$ cat src/rtl/row_packer_float32.sv
// Stream-to-row packer: collects float32 words from a valid/ready stream into one
// N-lane row and holds it for the parallel summer. Rows closed early are zero-padded.
module row_packer_float32 #(
  parameter int NUMBER_OF_INPUTS = 8,
  parameter int BITS_PER_SYMBOL  = 32
) (
  input  logic                                        clk_i,
  input  logic                                        rst_n,
  input  logic [BITS_PER_SYMBOL-1:0]                  s_data_i,
  input  logic                                        s_valid_i,
  input  logic                                        s_last_i,
  output logic                                        s_ready_o,
  output logic [NUMBER_OF_INPUTS*BITS_PER_SYMBOL-1:0] m_data_o,
  output logic                                        m_valid_o,
  input  logic                                        m_ready_i,
  output logic [$clog2(NUMBER_OF_INPUTS+1)-1:0]       m_count_o,
  output logic                                        m_last_o
);

  localparam int N    = NUMBER_OF_INPUTS;
  localparam int IDXW = $clog2(N);
  localparam int CNTW = $clog2(N + 1);

  typedef enum logic {
    FILL = 1'b0,
    HOLD = 1'b1
  } state_t;

  state_t                           state_q;
  logic [IDXW-1:0]                  idx_q;
  logic [N-1:0][BITS_PER_SYMBOL-1:0] row_q;

  assign m_data_o = row_q;

  // Clearing the row on handoff is what provides the +0.0 padding for short rows,
  // so lanes above the fill index never carry words from an older row.
  always_ff @(posedge clk_i or negedge rst_n) begin
    if (!rst_n) begin
      state_q   <= FILL;
      idx_q     <= '0;
      row_q     <= '0;
      m_count_o <= '0;
      m_last_o  <= 1'b0;
      s_ready_o <= 1'b1;
      m_valid_o <= 1'b0;
    end else begin
      case (state_q)
        FILL: begin
          if (s_valid_i) begin
            row_q[idx_q] <= s_data_i;
            if ((idx_q == IDXW'(N - 1)) || s_last_i) begin
              m_count_o <= CNTW'(idx_q) + CNTW'(1);
              m_last_o  <= s_last_i;
              idx_q     <= '0;
              state_q   <= HOLD;
              s_ready_o <= 1'b0;
              m_valid_o <= 1'b1;
            end else begin
              idx_q <= idx_q + IDXW'(1);
            end
          end
        end
        HOLD: begin
          if (m_ready_i) begin
            row_q     <= '0;
            m_count_o <= '0;
            m_last_o  <= 1'b0;
            idx_q     <= '0;
            state_q   <= FILL;
            s_ready_o <= 1'b1;
            m_valid_o <= 1'b0;
          end
        end
        default: begin
          state_q   <= FILL;
          s_ready_o <= 1'b1;
          m_valid_o <= 1'b0;
        end
      endcase
    end
  end

endmodule

$ cat config.mk
export PLATFORM = sky130hd
export DESIGN_NAME = row_packer_float32
export DESIGN_NICKNAME = d
export VERILOG_FILES = /design/src/rtl/row_packer_float32.sv
export SDC_FILE = /design/constraint.sdc
export NUM_CORES = 1
export LEC_CHECK = 0
export CAP_MARGIN = 0
export CELL_PAD_IN_SITES_DETAIL_PLACEMENT = 1
export CELL_PAD_IN_SITES_GLOBAL_PLACEMENT = 1
export CORE_AREA = 5 5 163 165
export DETAILED_ROUTE_END_ITERATION = 10
export DIE_AREA = 0 0 168 170
export HOLD_SLACK_MARGIN = 0.08
export PLACE_DENSITY_LB_ADDON = 0.3
export SYNTH_ARGS = -nofsm -noshare
export SYNTH_HDL_FRONTEND = slang
export SYNTH_SLANG_ARGS = --single-unit
$ cat constraint.sdc
create_clock -name clk_i -period 4.1 [get_ports clk_i]
set_clock_uncertainty 0.2 [all_clocks]
set_input_delay 0.82 -clock clk_i [delete_from_list [all_inputs] [get_ports clk_i]]
set_output_delay 0.82 -clock clk_i [all_outputs]
set_load 0.05 [all_outputs]
; Word-level counts from Yosys, hierarchy flattened
; Index checks and enable logic that the tools add are counted.
[classes]
n_addsub = 2
n_bitwise = 1
n_mux = 29
magnitude_cmp = 2
reduce_logical = 4
n_eq_ne = 4
[ops]
columns = cell, count
row1 = $mux 256, 2
row2 = $pmux 256 s2, 1
row3 = $bwmux 256, 1
row4 = $demux 32 s3, 1
row5 = $mux 32, 1
row6 = $mux 4, 3
row7 = $mux 1, 11
row8 = $mux 3, 3
row9 = $pmux 1 s2, 4
row10 = $pmux 4 s2, 1
row11 = $ne 2x2->1 const B, 3
row12 = $pmux 3 s2, 1
row13 = $add 3x1->4 const B, 1
row14 = $lt 3x4->1 const B, 1
row15 = $add 3x1->3 const B, 1
row16 = $eq 3x3->1 const B, 1
row17 = $ge 3x1->1 const B, 1
row18 = $reduce_and 3->1, 1
row19 = $reduce_and 2->1, 1
row20 = $logic_and 1x1->1, 1
row21 = $logic_or 1x1->1, 1
row22 = $not 1->1, 1
[totals]
register_bits = 267
output_inout_bits = 263

; Logic depth before layout (Yosys ltp)
[logic_depth]
depth_word = 7
mapped_depth = 6
depth_no_buf = 4

; Worst setup path after synthesis
; Ideal clock, no wire load.
[synth_path]
path_type = input to register
from = input port s_valid_i
to = register row_q (netlist bit m_data_o[32])
stages = 6
t_required_ps = 3778
arrival_ps = 1757
path_buffers = 3
path_slack_ps = 2021
path_cell_list = nor2b_1 > buf_2 > buf_2 > and2_1 > buf_2 > a32o_1
[synth_between]
elab_chain_len = 2
[synth_rtl]
columns = item, line
row1 = "start, declared", 10  ; input logic s_valid_i,
row2 = $ne 2x2->1 (no source line), n/a
row3 = $reduce_and 2->1 (no source line), n/a
row4 = "end signal, assigned by index", 50  ; row_q[idx_q] <= s_data_i;
row5 = "end, declared", 31  ; logic [N-1:0][BITS_PER_SYMBOL-1:0] row_q;
; Every way passes these cells.
; A chain may end at the register's enable or synchronous reset.

; Final worst setup path
[layout_path]
from = register s_ready_o
to = output port s_ready_o
[layout_rtl]
columns = item, line
row1 = "start, declared", 12  ; output logic s_ready_o,
row2 = "start signal, assigned", 44  ; s_ready_o <= 1'b1;
row3 = "start signal, assigned", 56  ; s_ready_o <= 1'b0;
row4 = "start signal, assigned", 70  ; s_ready_o <= 1'b1;
; No word-level cell between the ends.

==> impl_table.tex <==
\begin{tabular}{lr}
\hline
Metric & Value \\
\hline
\multicolumn{2}{l}{\textbf{Drt}} \\
\quad Remaining routing DRC violations & 0 \\
\quad Detailed-router iteration count before antenna repair & 5 \\
\quad Remaining antenna violation count & 0 \\
\quad Vias per std cell & 5.78 \\
\quad Initial drt markers & 552 \\
\quad WL/cell & 27.5 um \\
\quad Total vias in the final route & 7,507 \\
\quad Final WL & 35,700 um \\
\multicolumn{2}{l}{\textbf{Clock network}} \\
\quad Root Driver & clkbuf\_16 \\
\quad Number of buffers on the longest clock path & 3 \\
\quad Total clock buffers created by CTS & 28 \\
\quad H-tree levels & 1 \\
\quad Sinks on the clock net & 267 \\
\quad Insertion delay to the later sink of the worst-skew pair & 530 ps \\
\quad Number of post-CTS setup repair buffers & 0 \\
\quad Clock tree from TritonCTS & built \\
\quad Quantity of gates resized following cts & 0 \\
\quad Cts-stage hold buffer count & 0 \\
\quad Clock input transition at the sequential cells of the worst setup and hold paths & 60 ps \\
\multicolumn{2}{l}{\textbf{Critical path}} \\
\quad Critical Path Fanout Max & 2 \\
\quad Worst path buffer plus inverter count & 1 \\
\quad Cell type of the slowest stage on the worst timing path & clkdlybuf4s50\_1 \\
\quad Largest delay contributor family on the critical path & buffers and inverters \\
\quad Slowest Stage Delay on Critical Path & 800 ps \\
\quad Worst setup path class & reg2out \\
\quad Chain of cells forming the critical path & clkdlybuf4s50\_1 \\
\quad R2r startpoint & idx\_q[1]\$\_DFFE\_PN0P\_ \\
\quad Data arrival at the endpoint of the critical path & 1860 ps \\
\quad Type of origin of the critical path & flip-flop \\
\quad Critical Path End Type & output pin \\
\quad Critical Path RT & 3080 ps \\
\quad Startpoint of the most critical setup path & s\_ready\_o\$\_DFFE\_PN1P\_ \\
\multicolumn{2}{l}{\textbf{Placement}} \\
\quad Routability congestion estimate & 0.789 \\
\quad Port bufs & 299 \\
\quad Post-detail-place hpwl & 23,000 um \\
\quad Placed standard-cell area & 13,200 um\^{}2 \\
\multicolumn{2}{l}{\textbf{STA}} \\
\quad Tcrit/Tclk final & 70.3\% \\
\quad Sum Neg Setup Slack & 0 ps \\
\quad Achievable frequency & 347 MHz \\
\quad Final min period & 2880 ps \\
\quad Number of endpoints with negative hold slack in the final report & 0 \\
\quad Transition time at the pin with the least slew margin & 1310 ps \\
\quad Total count of max-transition violations in the final report & 0 \\
\quad Normalized max-slew margin & 12.7\% \\
\quad RSZ-0062 raised after global routing & no \\
\quad Number of endpoints failing setup at the final stage & 0 \\
\multicolumn{2}{l}{\textbf{Die}} \\
\quad Die W & 168 um \\
\quad Vertical die dimension & 170 um \\
\quad Row Count & 58 \\
\quad CORE AREA & 24,900 um\^{}2 \\
\quad Total die area & 28,600 um\^{}2 \\
\quad Initial Util & 40.5\% \\
\quad Number of primary I/O pins & 300 \\
\multicolumn{2}{l}{\textbf{Cells and area}} \\
\quad Share of post-route cells with drive strength above 1 & 8.47\% \\
\quad FILL cells & 2,396 \\
\quad Inserted Diodes & 0 \\
\quad Non-Filler Cell Area, Final & 14,200 um\^{}2 \\
\quad Net total in the final layout & 985 \\
\quad Top library cells by usage in the layout, fill and taps aside & 298 x clkdlybuf4s50\_1, 265 x dfrtp\_1, 217 x a22o\_1, 40 x a32o\_1, 29 x clkbuf\_16 \\
\quad Leading cell type in the layout, fill and taps excluded & clkdlybuf4s50\_1 \\
\quad Area growth from synthesis to layout & 40.8\% \\
\multicolumn{2}{l}{\textbf{Synth}} \\
\quad Seq cells post-synth & 267 \\
\quad Mux contribution to synthesized area & 0.397\% \\
\quad Cells taking the most area after synthesis & dfrtp\_1 66\%, a22o\_1 19\%, a32o\_1 4.0\% \\
\quad Post-synth ARST share & 100\% \\
\quad Net count after synthesis & 742 \\
\quad Post-synthesis cell type with the largest combined area & dfrtp\_1 \\
\quad Simple-gate portion of the synthesized area & 3.53\% \\
\quad Xor and xnor fraction of the mapped netlist area & 0\% \\
\quad Post-synthesis compound-gate area fraction & 24.5\% \\
\quad Sequential fraction of the synthesis area & 66.3\% \\
\quad Largest family of logic cells by synthesized area & compound AO/OA/AOI/OAI gates \\
\quad Synthesized-area fraction occupied by adder cells & 0.248\% \\
\quad Number of standard cells after synthesis & 703 \\
\quad Number of enable flip-flop cells after synthesis & 0 \\
\quad Post-Synthesis Mean Instance Area & 14.3 um\^{}2 \\
\quad Unique masters post-synth & 35 \\
\quad Summed instance area of the synthesized netlist & 10,100 um\^{}2 \\
\quad Number of warning messages in the yosys log & 0 \\
\quad Area share of the largest cell type after synthesis & 66.1\% \\
\quad Primary flip-flop cell chosen by synthesis mapping & dfrtp\_1 \\
\multicolumn{2}{l}{\textbf{Status}} \\
\quad Run status & finished clean \\
\multicolumn{2}{l}{\textbf{Power}} \\
\quad Net switching power & 3160 uW \\
\quad Total power divided by cell area & 605 nW/um\^{}2 \\
\quad Logic pwr share & 31.2\% \\
\quad Design internal power & 5430 uW \\
\quad VDD IR max & 0.347 mV \\
\quad Fraction of power consumed by the clock network & 31.5\% \\
\quad Power share of the sequential group & 37.3\% \\
\quad Switching share of total power & 36.8\% \\
\quad Leakage component of the power & 0.00632 uW \\
\multicolumn{2}{l}{\textbf{Global route}} \\
\quad Number of antenna violations at the first check in global routing & 0 \\
\quad Total track usage & 24.4\% \\
\quad Global-route wire length before repair & 53,800 um \\
\quad Overflow after GRT & 0 \\
\quad Via count of the first global-routing pass & 8,140 \\
\quad Pin count of the biggest net entering global routing & 101 \\
\multicolumn{2}{l}{\textbf{Min path}} \\
\quad Hold crit path type & in2async \\
\multicolumn{2}{l}{\textbf{Flow run}} \\
\quad Maximum capacitance violations & 0 \\
\hline
\end{tabular}
registers in the layout, indices dropped and copies added, names as in the netlist:
signal / count
m_data_o: 256
m_count_o: 4
idx_q: 3
m_last_o: 1
m_valid_o: 1
s_ready_o: 1
state_q: 1
cells by family (layout without fill, tap and decap cells):
group,Yosys count,in the layout
AOI/OAI and AO/OA,271,271
adders and majority gates,2,2
buffers and inverters,100,365
DFF,267,267
muxes,4,4
and+or+nand+nor,59,59
cell usage after synthesis (all sizes together), types with 3 or more instances:
| master | count |
|---|---|
| a22o | 217 |
| dfrtp | 266 |
| a31oi | 4 |
| mux2i | 4 |
| inv | 3 |
| nor2b | 5 |
| clkbuf | 15 |
| buf | 82 |
| nand2 | 11 |
| a32o | 40 |
| a21oi | 3 |
| and2 | 34 |
metrics by stage:
stage                     hold slack, ps  util [%]  setup slack, ps  power (uW)  instances
after global placement               267      53.0              966        5890       1246
after CTS                            143      57.0             1200        8650       1298
final                                102      57.0             1220        8590       1298
after detailed placement             267      53.0              857        5930       1246
after global routing                 159      57.0             1170        8890       1298
after floorplan                      324         -             2020        4890        703
path summary, 6_finish.rpt:
check | slack (ps) | cells after the start | endpoint
worst min register to register | 280 | 2 | m_valid_o$_DFFE_PN0P_
worst max register to register | 1330 | 3 | m_data_o[41]$_DFFE_PN0P_
max in group asynchronous | 2670 | 2 | m_data_o[199]$_DFFE_PN0P_
min in group clk_i | 280 | 2 | m_valid_o$_DFFE_PN0P_
worst max-delay path | 1220 | 1 | s_ready_o
worst min-delay path | 100 | 1 | m_valid_o$_DFFE_PN0P_
cell type report:
type | count | area [um^2] | area share, %
sequential | 267 | 6680 | 47.1
timing repair buffer | 310 | 3120 | 22.0
multi-input combinational | 336 | 2970 | 20.9
clock buffer | 35 | 788 | 5.56
tap | 330 | 413 | 2.91
clock inverter | 17 | 205 | 1.45
inverter | 3 | 11.3 | 0.0794
power groups by stage:
| stage | clock, uW | combinational (uW) | sequential (uW) |
|---|---|---|---|
| floorplan | 0 | 580 | 4310 |
| global placement | 0 | 2660 | 3230 |
| detailed placement | 0 | 2700 | 3230 |
| CTS | 2740 | 2710 | 3200 |
| global route | 2860 | 2780 | 3240 |
| finish | 2700 | 2680 | 3200 |
per-layer routing:
metal,up-vias,share of wire (%),wire length [um],GRT usage [%]
met5,-,0,0,0
met3,50,7.4,2630,6.11
met2,294,48,17300,40.4
met4,0,2.9,1030,7.09
met1,4010,41,14700,32.2
li1,3153,-,-,-
(Power assumes the default switching activity.)
